==> src/rtl/vram_port_arbiter_if.sv <==
// Bus bundle between the VRAM arbiter, its two clients (scan-out, CPU) and the RAM macro.
// master = clients plus RAM side, slave = arbiter side.
interface vram_port_arbiter_if #(
  parameter int AW = 19,
  parameter int DW = 8
);
  logic [9:0]    hcount;
  logic [9:0]    vcount;
  logic          disp_req;
  logic [AW-1:0] disp_addr;
  logic          disp_valid;
  logic [DW-1:0] disp_data;
  logic          cpu_req;
  logic          cpu_we;
  logic [AW-1:0] cpu_addr;
  logic [DW-1:0] cpu_wdata;
  logic          cpu_ack;
  logic [DW-1:0] cpu_rdata;
  logic [AW-1:0] mem_addr;
  logic          mem_we;
  logic [DW-1:0] mem_wdata;
  logic [DW-1:0] mem_rdata;

  modport master (
    output hcount, vcount, disp_req, disp_addr,
    output cpu_req, cpu_we, cpu_addr, cpu_wdata, mem_rdata,
    input  disp_valid, disp_data, cpu_ack, cpu_rdata,
    input  mem_addr, mem_we, mem_wdata
  );

  modport slave (
    input  hcount, vcount, disp_req, disp_addr,
    input  cpu_req, cpu_we, cpu_addr, cpu_wdata, mem_rdata,
    output disp_valid, disp_data, cpu_ack, cpu_rdata,
    output mem_addr, mem_we, mem_wdata
  );
endinterface

==> src/rtl/vram_port_arbiter.sv <==
// Single-port VRAM arbiter: display reads take every slot they ask for, CPU accesses fill the rest.
// Define VRAM_BLANK_ONLY_EN to restrict CPU grants to horizontal/vertical blanking.
module vram_port_arbiter #(
  parameter int HWIDTH = 640,
  parameter int VWIDTH = 480,
  parameter int AW     = 19,
  parameter int DW     = 8
) (
  input logic                clk,
  input logic                rst,
  vram_port_arbiter_if.slave bus
);

`ifdef VRAM_BLANK_ONLY_EN
  localparam bit BLANK_ONLY = 1'b1;
`else
  localparam bit BLANK_ONLY = 1'b0;
`endif

  localparam logic [9:0] H_LIMIT = 10'(HWIDTH);
  localparam logic [9:0] V_LIMIT = 10'(VWIDTH);

  typedef enum logic [1:0] {
    IDLE,
    CPU_WAIT,
    CPU_ACK
  } state_t;

  state_t        state, state_nxt;
  logic          in_blank;
  logic          cpu_allowed;
  logic          cpu_grant;

  logic [AW-1:0] mem_addr_q;
  logic          mem_we_q;
  logic [DW-1:0] mem_wdata_q;

  logic          disp_p1, disp_p2;
  logic          disp_valid_q;
  logic [DW-1:0] disp_data_q;

  logic          cpu_rd_q;
  logic          cpu_ack_q;
  logic [DW-1:0] cpu_rdata_q;

  assign in_blank    = (bus.hcount >= H_LIMIT) || (bus.vcount >= V_LIMIT);
  assign cpu_allowed = !BLANK_ONLY || in_blank;

  // NOTE: every signal written here gets a default first, so no path can infer a latch.
  always_comb begin
    state_nxt = state;
    cpu_grant = 1'b0;
    case (state)
      IDLE: begin
        // The ack pulse is registered and lands while already back in IDLE; a
        // request still held on that cycle belongs to the access just finished.
        if (!bus.disp_req && bus.cpu_req && cpu_allowed && !cpu_ack_q) begin
          cpu_grant = 1'b1;
          state_nxt = CPU_WAIT;
        end
      end
      CPU_WAIT: state_nxt = CPU_ACK;
      CPU_ACK:  state_nxt = IDLE;
      default:  state_nxt = IDLE;
    endcase
  end

  // NOTE: sequential state uses non-blocking assignments so all registers update from pre-edge values.
  always_ff @(posedge clk or posedge rst) begin
    if (rst) state <= IDLE;
    else     state <= state_nxt;
  end

  // Slot decision: display first, then a granted CPU access, else an idle slot.
  always_ff @(posedge clk or posedge rst) begin
    if (rst) begin
      mem_addr_q  <= '0;
      mem_we_q    <= 1'b0;
      mem_wdata_q <= '0;
      cpu_rd_q    <= 1'b0;
    end else if (bus.disp_req) begin
      mem_addr_q <= bus.disp_addr;
      mem_we_q   <= 1'b0;
    end else if (cpu_grant) begin
      mem_addr_q  <= bus.cpu_addr;
      mem_we_q    <= bus.cpu_we;
      mem_wdata_q <= bus.cpu_wdata;
      cpu_rd_q    <= !bus.cpu_we;
    end else begin
      mem_we_q <= 1'b0;
    end
  end

  // Display pipeline: issue, RAM sample, capture -- one result per cycle, in order.
  always_ff @(posedge clk or posedge rst) begin
    if (rst) begin
      disp_p1      <= 1'b0;
      disp_p2      <= 1'b0;
      disp_valid_q <= 1'b0;
      disp_data_q  <= '0;
    end else begin
      disp_p1      <= bus.disp_req;
      disp_p2      <= disp_p1;
      disp_valid_q <= disp_p2;
      if (disp_p2) disp_data_q <= bus.mem_rdata;
    end
  end

  // CPU completion: RAM output for the granted address is present during CPU_ACK.
  always_ff @(posedge clk or posedge rst) begin
    if (rst) begin
      cpu_ack_q   <= 1'b0;
      cpu_rdata_q <= '0;
    end else begin
      cpu_ack_q <= (state == CPU_ACK);
      if (state == CPU_ACK && cpu_rd_q) cpu_rdata_q <= bus.mem_rdata;
    end
  end

  assign bus.mem_addr   = mem_addr_q;
  assign bus.mem_we     = mem_we_q;
  assign bus.mem_wdata  = mem_wdata_q;
  assign bus.disp_valid = disp_valid_q;
  assign bus.disp_data  = disp_data_q;
  assign bus.cpu_ack    = cpu_ack_q;
  assign bus.cpu_rdata  = cpu_rdata_q;

endmodule
==> src/flat_wrapper.sv <==
// flat-port wrapper written by rule: the top's interface ports become plain ports
module vram_port_arbiter_flat 
#(
  parameter int HWIDTH = 640,
  parameter int VWIDTH = 480,
  parameter int AW     = 19,
  parameter int DW     = 8
)
  (clk, rst, bus_hcount, bus_vcount, bus_disp_req, bus_disp_addr, bus_cpu_req, bus_cpu_we, bus_cpu_addr, bus_cpu_wdata, bus_mem_rdata, bus_disp_valid, bus_disp_data, bus_cpu_ack, bus_cpu_rdata, bus_mem_addr, bus_mem_we, bus_mem_wdata);
  vram_port_arbiter_if #(.AW(AW), .DW(DW)) bus_i ();
  input logic clk;
  input logic rst;
  input wire logic [$bits(bus_i.hcount)-1:0] bus_hcount;
  input wire logic [$bits(bus_i.vcount)-1:0] bus_vcount;
  input wire logic [$bits(bus_i.disp_req)-1:0] bus_disp_req;
  input wire logic [$bits(bus_i.disp_addr)-1:0] bus_disp_addr;
  input wire logic [$bits(bus_i.cpu_req)-1:0] bus_cpu_req;
  input wire logic [$bits(bus_i.cpu_we)-1:0] bus_cpu_we;
  input wire logic [$bits(bus_i.cpu_addr)-1:0] bus_cpu_addr;
  input wire logic [$bits(bus_i.cpu_wdata)-1:0] bus_cpu_wdata;
  input wire logic [$bits(bus_i.mem_rdata)-1:0] bus_mem_rdata;
  output wire logic [$bits(bus_i.disp_valid)-1:0] bus_disp_valid;
  output wire logic [$bits(bus_i.disp_data)-1:0] bus_disp_data;
  output wire logic [$bits(bus_i.cpu_ack)-1:0] bus_cpu_ack;
  output wire logic [$bits(bus_i.cpu_rdata)-1:0] bus_cpu_rdata;
  output wire logic [$bits(bus_i.mem_addr)-1:0] bus_mem_addr;
  output wire logic [$bits(bus_i.mem_we)-1:0] bus_mem_we;
  output wire logic [$bits(bus_i.mem_wdata)-1:0] bus_mem_wdata;
  assign bus_i.hcount = bus_hcount;
  assign bus_i.vcount = bus_vcount;
  assign bus_i.disp_req = bus_disp_req;
  assign bus_i.disp_addr = bus_disp_addr;
  assign bus_i.cpu_req = bus_cpu_req;
  assign bus_i.cpu_we = bus_cpu_we;
  assign bus_i.cpu_addr = bus_cpu_addr;
  assign bus_i.cpu_wdata = bus_cpu_wdata;
  assign bus_i.mem_rdata = bus_mem_rdata;
  assign bus_disp_valid = bus_i.disp_valid;
  assign bus_disp_data = bus_i.disp_data;
  assign bus_cpu_ack = bus_i.cpu_ack;
  assign bus_cpu_rdata = bus_i.cpu_rdata;
  assign bus_mem_addr = bus_i.mem_addr;
  assign bus_mem_we = bus_i.mem_we;
  assign bus_mem_wdata = bus_i.mem_wdata;
  vram_port_arbiter #(.HWIDTH(HWIDTH), .VWIDTH(VWIDTH), .AW(AW), .DW(DW)) u_core (.clk(clk), .rst(rst), .bus(bus_i));
endmodule
==> config.mk <==
export PLATFORM = sky130hd
export DESIGN_NAME = vram_port_arbiter_flat
export DESIGN_NICKNAME = d
export VERILOG_FILES = /design/src/rtl/vram_port_arbiter_if.sv /design/src/rtl/vram_port_arbiter.sv /design/src/flat_wrapper.sv
export SDC_FILE = /design/constraint.sdc
export NUM_CORES = 1
export LEC_CHECK = 0
export ABC_AREA = 1
export BUFFER_PORTS_ARGS = -buffer_cell sky130_fd_sc_hd__buf_2
export CORE_ASPECT_RATIO = 1.1
export CORE_MARGIN = 2
export CORE_UTILIZATION = 25
export CTS_CLUSTER_SIZE = 20
export DETAILED_ROUTE_END_ITERATION = 6
export PLACE_DENSITY = 0.58
export RECOVER_POWER = 100
export REMOVE_ABC_BUFFERS = 1
export SYNTH_ARGS = -nofsm -noshare
export SYNTH_HDL_FRONTEND = slang
export SYNTH_SLANG_ARGS = --single-unit
==> constraint.sdc <==
create_clock -name clk -period 1.4 [get_ports clk]
set_input_delay 0.21 -clock clk [delete_from_list [all_inputs] [get_ports clk]]
set_output_delay 0.21 -clock clk [all_outputs]
set_load 0.01 [all_outputs]
==> summary.txt, run 1 <==
Status
  – Outcome: finished clean

Clock network
  – H-Tree Depth: 2
  – Total clock sinks: 51
  – Num CTS Buffers: 5
  – CTS tree: done
  – Post-CTS Hold Fix Bufs: 1
  – Clk pin slew, worst setup/hold paths: 0.09 ns
  – Clock Tree Buf Depth: 2
  – Clock Latency Late Sink: 0.30 ns
  – Clock Tree Root: clkbuf_8
  – Post-CTS Resized: 0
  – # Post-CTS Setup Buffers: 0

Floorplan
  – Die height: 103 um
  – I/O pin count: 125
  – Row count: 36
  – Die width: 93.7 um
  – Core area: 8740 um2
  – Initial Util: 25.3%
  – Die ar.: 9620 um2

Synth
  – Yosys warns: 0
  – Synth unique cells: 18
  – Post-synth top area share: 57.7%
  – Register area share after synthesis: 57.7%
  – Synth area leader: dfrtp_1
  – Synth Register Bits: 51
  – Post-Syn Area: 2210 um2
  – Largest cells by area after synthesis: dfrtp_1 58%, nand2_1 22%, nand3_1 4.5%
  – Avg Cell Area, Syn: 8.51 um2
  – Post-Synthesis Cells: 260

Timing
  – Slew Limit Fails: 0
  – Slew HR: 52.5%
  – Fin worst setup slack: 0.182 ns
  – Min Clock Period, post-route: 1.22 ns
  – Final hold vios: 0
  – Tcrit/Tclk final: 87.0%
  – Worst Tran Pin Value: 0.713 ns
  – Setup TNS: 0 ns
  – Worst Skew: 0.00915 ns
  – Fmax: 821 MHz
  – RSZ-0062 raised after global routing: no
  – Setup Viol. Count Final: 0

Final layout
  – Non-Filler Instances: 483
  – Leading cell types in the layout, fill and taps excluded: 130 x nand2_1, 58 x buf_2, 51 x dfrtp_1
  – Share of cells above drive strength 1: 22.2%
  – Area grow syn2layout: 31.1%
  – Nets: 447
  – Inserted Diodes: 0
  – Most common cell after layout, fill and taps aside: nand2_1

Setup path
  – Family with the most delay on the worst path: simple AND/OR/NAND/NOR gates
  – Cell breakdown of the critical path: nor2_1, nand3_2, buf_2, nand3_1, nand2_1
  – Worst R2R Start: u_core.state[0]
  – Buffer and inverter count on the worst path: 1
  – CP max stage cell: dfrtp_1
  – CP max FO: 21
  – Req. time, crit path: 1.59 ns
  – CP max stage delay: 0.41 ns
  – Critical path startpoint category: flop
  – WS Path Type: flop to flop
  – WP data arrival: 1.41 ns
  – Worst Setup SP: u_core.state[0]
  – Crit end category: flop

Routing
  – Via-per-instance ratio: 4.10
  – DRC violations left: 0
  – DRT Wirelength: 5300 um
  – Drt first pass iters: 4
  – Via count: 1982
  – Initial DRC Count: 82
  – WL/cell: 11.0 um
  – Final antenna-violating net count: 0

GRT
  – First-pass GRT wire length: 8560 um
  – GRT overflow: 0
  – Antenna violations before repair: 0
  – Pin count of the biggest net entering global routing: 37
  – Vias in the first global route: 1788
  – Total Routing Usage GR: 11.2%

Place
  – HPWL Detailed: 3860 um
  – Placed Cells: 474
  – GPL Wtd Cong: 0.666
  – Dpl ws: 0.183 ns
  – IO buf count: 104

Power
  – Max VDD drop: 0.377 mV
  – Pleak: 1.57 nW
  – PD cells: 1310 nW/um2

Min path
  – Worst min-delay path startpoint: bus_cpu_wdata[2]
  – Hold crit path type: primary input to flop

Run
  – Max cap viols: 0
## worst reg2reg max path, delay by kind of cell (launching register included)
family                 cells  cell delay [ns]
and+or+nand+nor            4             0.45
buffers and inverters      1             0.26
DFF                        1             0.41
## cell type report
cell class / instances / area [um2]
inverters: 15 / 57.6
clock buffers: 5 / 68.8
flip-flops and latches: 51 / 1280
multi-input cells: 182 / 768
clock inverters: 3 / 43.8
fillers: 969 / 5840
repair buffers: 113 / 542
well taps: 114 / 143
## power breakdown
group | internal (mW) | leakage, nW | total [mW] | switching, mW
combinational | 0.342 | 0.891 | 0.881 | 0.539
clock | 0.533 | 0.0581 | 1.03 | 0.496
sequential | 1.75 | 0.618 | 1.90 | 0.152
total | 2.62 | 1.57 | 3.81 | 1.19
## routing by layer
metal  GRT usage (%)  vias to the layer above  share of wire [%]
met5               0                        -                  0
met4            2.34                        0               0.70
met3            3.14                        4                7.8
met2            17.8                       88                 45
met1            15.4                      875                 46
li1                -                     1015                  -
## worst paths after layout
| check | endpoint | slack (ns) | depth (start not counted) |
|---|---|---|---|
| worst max-delay path | u_core.bus.mem_addr[3] | 0.18 | 5 |
| worst min-delay path | u_core.bus.mem_wdata[2] | 0.1 | 3 |
| worst max register to register | u_core.bus.mem_addr[3] | 0.18 | 5 |
| worst min register to register | u_core.disp_p2 | 0.36 | 0 |
| max in group asynchronous | u_core.state[1] | 0.25 | 4 |
| min in group asynchronous | u_core.bus.mem_wdata[4] | 0.62 | 4 |
## cells in the mapped netlist (all sizes together)
cell type,instances
nand2,132
dfrtp,51
nand3,21
inv,14
buf,12
nor2,12
o21ai,9
a21oi,7
clkinv,1
mux2,1
## flip-flops by register name, indices dropped and copies added, names as in the netlist
signal / cells
u_core.bus.cpu_ack: 1
u_core.bus.cpu_rdata: 8
u_core.bus.disp_data: 8
u_core.bus.disp_valid: 1
u_core.bus.mem_addr: 19
u_core.bus.mem_wdata: 8
u_core.bus.mem_we: 1
u_core.cpu_rd_q: 1
u_core.disp_p1: 1
u_core.disp_p2: 1
u_core.state: 2
## cells by family after synthesis
| family | after synthesis | share of synthesized area [%] |
|---|---|---|
| AOI/OAI and AO/OA | 16 | 5.32 |
| buffers and inverters | 27 | 6.50 |
| DFF | 51 | 57.7 |
| muxes | 1 | 0.509 |
| and+or+nand+nor | 165 | 30.0 |
## through the flow
step           cell area, um2  hold slack, ns  utilization (%)  power [mW]
3_5_place_dp             2870           0.286             32.9        2.95
3_3_place_gp             2870           0.278             32.9        2.92
6_report                 2900          0.0960             33.2        3.81
4_1_cts                  3000          0.0825             34.3        4.01
5_1_grt                  2900          0.0931             33.2        4.10
2_1_floorplan            2130           0.241                -        2.46
No activity file was read; power rests on OpenSTA's default activity.
==> run 2, diff against run 1 <==
CORE_UTILIZATION = 35   (was 25)
PLACE_DENSITY = 0.74   (was 0.58)
==> run 2 against run 1 <==
  * Power fell by 5.2%
  * Sequential power is essentially flat
  * Clock-buffer cell count did not move
  * Setup slack gained 0.062 ns
  * First-iteration DRC count rose by 40%
  * Routed wire length is 6.2% lower
  * Die area shrank 27%
  * Critical path type unchanged
  * Largest power group unchanged
==> summary.txt, run 2 (synthesis gave the netlist of run 1 again) <==
Min path
  – Hold crit path type: primary input to flop
  – Worst Hold End: u_core.cpu_rd_q
  – Hold path depth: 2 (-1)
  – Worst min-delay path startpoint: bus_cpu_we

GRT
  – Total Routing Usage GR: 15.1% (+3.9 points)
  – Pin count of the biggest net entering global routing: 34 (-8.1%)
  – First-pass GRT wire length: 8270 um (-3.3%)
  – Antenna violations before repair: 0 (unchanged)
  – GRT overflow: 0 (unchanged)
  – Vias in the first global route: 1769 (-1.1%)

Setup path
  – Crit end category: flop
  – R2R depth: 5 (unchanged)
  – WS Path Type: flop to flop
  – Worst R2R Start: u_core.state[0]
  – R2R Setup Slk: 0.24 ns (+0.06 ns)
  – CP max FO: 13 (-38%)
  – WP data arrival: 1.35 ns (-0.06 ns)
  – Critical path startpoint category: flop
  – Req. time, crit path: 1.59 ns (about the same)
  – R2R Path End: u_core.bus.mem_addr[6]
  – Worst Setup SP: u_core.state[0]

Power
  – PD cells: 1270 nW/um2 (-3.5%)
  – Pleak: 1.55 nW (-0.82%)
  – Max VDD drop: 0.508 mV (+35%)
  – Tot Pwr: 3.61 mW (-5.2%)

Timing
  – Fmax: 865 MHz (+5.4%)
  – Tcrit/Tclk final: 82.6% (-4.4 points)
  – Worst Skew: 0.00651 ns (-0.00263 ns)
  – Worst Tran Pin Value: 0.833 ns (+0.120 ns)
  – Setup Viol. Count Final: 0 (unchanged)
  – RSZ-0062 raised after global routing: no
  – Fin worst setup slack: 0.244 ns (+0.0622 ns)
  – Min Clock Period, post-route: 1.16 ns (-0.0622 ns)
  – Final hold vios: 0 (unchanged)
  – Slew HR: 44.5% (-8.0 points)
  – Slew Limit Fails: 0 (unchanged)

Routing
  – DRT Wirelength: 4970 um (-6.2%)
  – Via count: 1946 (-1.8%)
  – Initial DRC Count: 115 (+40%)
  – WL/cell: 11.1 um (+0.95%)
  – Final antenna-violating net count: 0 (unchanged)
  – Via-per-instance ratio: 4.33 (+5.6%)
  – DRC violations left: 0 (unchanged)
  – Drt first pass iters: 4 (unchanged)

Floorplan
  – Initial Util: 35.9% (+11 points)
  – I/O pin count: 125 (unchanged)
  – Die width: 79.8 um (-15%)
  – Die height: 87.4 um (-15%)
  – Row count: 30 (-17%)
  – Core area: 6160 um2 (-30%)
  – Die ar.: 6970 um2 (-27%)

Clock network
  – # Post-CTS Setup Buffers: 0 (unchanged)
  – Num CTS Buffers: 5 (unchanged)
  – CTS tree: done
  – Clock Tree Root: clkbuf_8
  – H-Tree Depth: 2 (unchanged)
  – Post-CTS Resized: 0 (unchanged)
  – Clock Tree Buf Depth: 2 (unchanged)
  – Clock Latency Late Sink: 0.30 ns (about the same)
  – Total clock sinks: 51 (unchanged)
  – Clk pin slew, worst setup/hold paths: 0.09 ns (about the same)

Final layout
  – Most common cell after layout, fill and taps aside: nand2_1
  – Design Area, Final: 2850 um2 (-1.7%)
  – Final core occ: 46.3% (+13 points)
  – Leading cell types in the layout, fill and taps excluded: 129 x nand2_1, 56 x buf_2, 51 x dfrtp_1
  – Inserted Diodes: 0 (unchanged)
  – Max reg flops: 19 (unchanged)
  – Nets: 447 (unchanged)
  – Share of cells above drive strength 1: 22.5% (+0.27 points)
  – Area grow syn2layout: 28.8%

Status
  – Outcome: finished clean

Place
  – GPL Wtd Cong: 0.682 (+2.4%)
  – HPWL Detailed: 3710 um (-4.0%)
  – Dpl ws: 0.242 ns (+0.0590 ns)
  – IO buf count: 104 (unchanged)
  – Dpl cell area: 2840 um2 (-1.0%)

Run
  – Max cap viols: 0 (unchanged)
==> run 2: cell count changes in the layout (fill, tap and decap cells not counted), sizes merged <==
cell / previous run / this run
bufinv: 1 / 0
buf: 61 / 60
clkbuf: 56 / 57
clkinv: 3 / 2
clkinvlp: 0 / 2
==> run 2: what timing repair did <==
action	in CTS	in global routing
setup endpoints to repair	0	0
hold buffers	1	0
hold endpoints to repair	20	0
==> run 2: layout make-up <==
| class | instances | area [um2] |
|---|---|---|
| clock inverter | 3 | 20.0 |
| inverter | 15 | 57.6 |
| clock buffer | 5 | 68.8 |
| sequential | 51 | 1280 |
| fill | 652 | 3310 |
| tap | 80 | 100 |
| multi-input combinational | 182 | 771 |
| timing repair buffer | 113 | 557 |
==> run 2: metal layers <==
metal  GRT usage [%]  share of wire (%)
met5               0                  0
met4            4.16               0.97
met3            3.42                7.3
met2            25.3                 46
met1            19.8                 46
==> run 2: how the worst max path moves through the flow <==
| stage | to | slack [ns] | cells past startpoint |
|---|---|---|---|
| 2_1_floorplan | u_core.bus.cpu_ack | -0.04 | 1 |
| 3_3_place_gp | u_core.bus.cpu_rdata[3] | 0.25 | 4 |
| 3_5_place_dp | u_core.bus.cpu_rdata[4] | 0.24 | 4 |
| 4_1_cts | u_core.bus.cpu_rdata[4] | 0.23 | 4 |
| 5_1_grt | u_core.bus.mem_addr[14] | 0.06 | 5 |
| 6_report | u_core.bus.mem_addr[6] | 0.24 | 5 |
==> run 2: per-stage QoR <==
step                      cells  setup TNS [ns]  hold WS (ns)
after global placement      440               0         0.276
final                       449               0        0.0932
after CTS                   449               0        0.0808
after detailed placement    440               0         0.272
after floorplan             248           -2.02         0.241
after global routing        449               0        0.0793
==> run 2: worst max-delay path, stage by stage (launching register included) <==
cell	delay [ns]
dfrtp_1	0.41
nor2_1	0.14
nand3_2	0.10
clkbuf_2	0.22
nand3_1	0.11
nand2_1	0.06
==> run 2: power by group <==
group,internal (mW),total (mW),switching [mW]
registers,1.75,1.90,0.155
logic,0.350,0.887,0.537
clock network,0.348,0.822,0.474
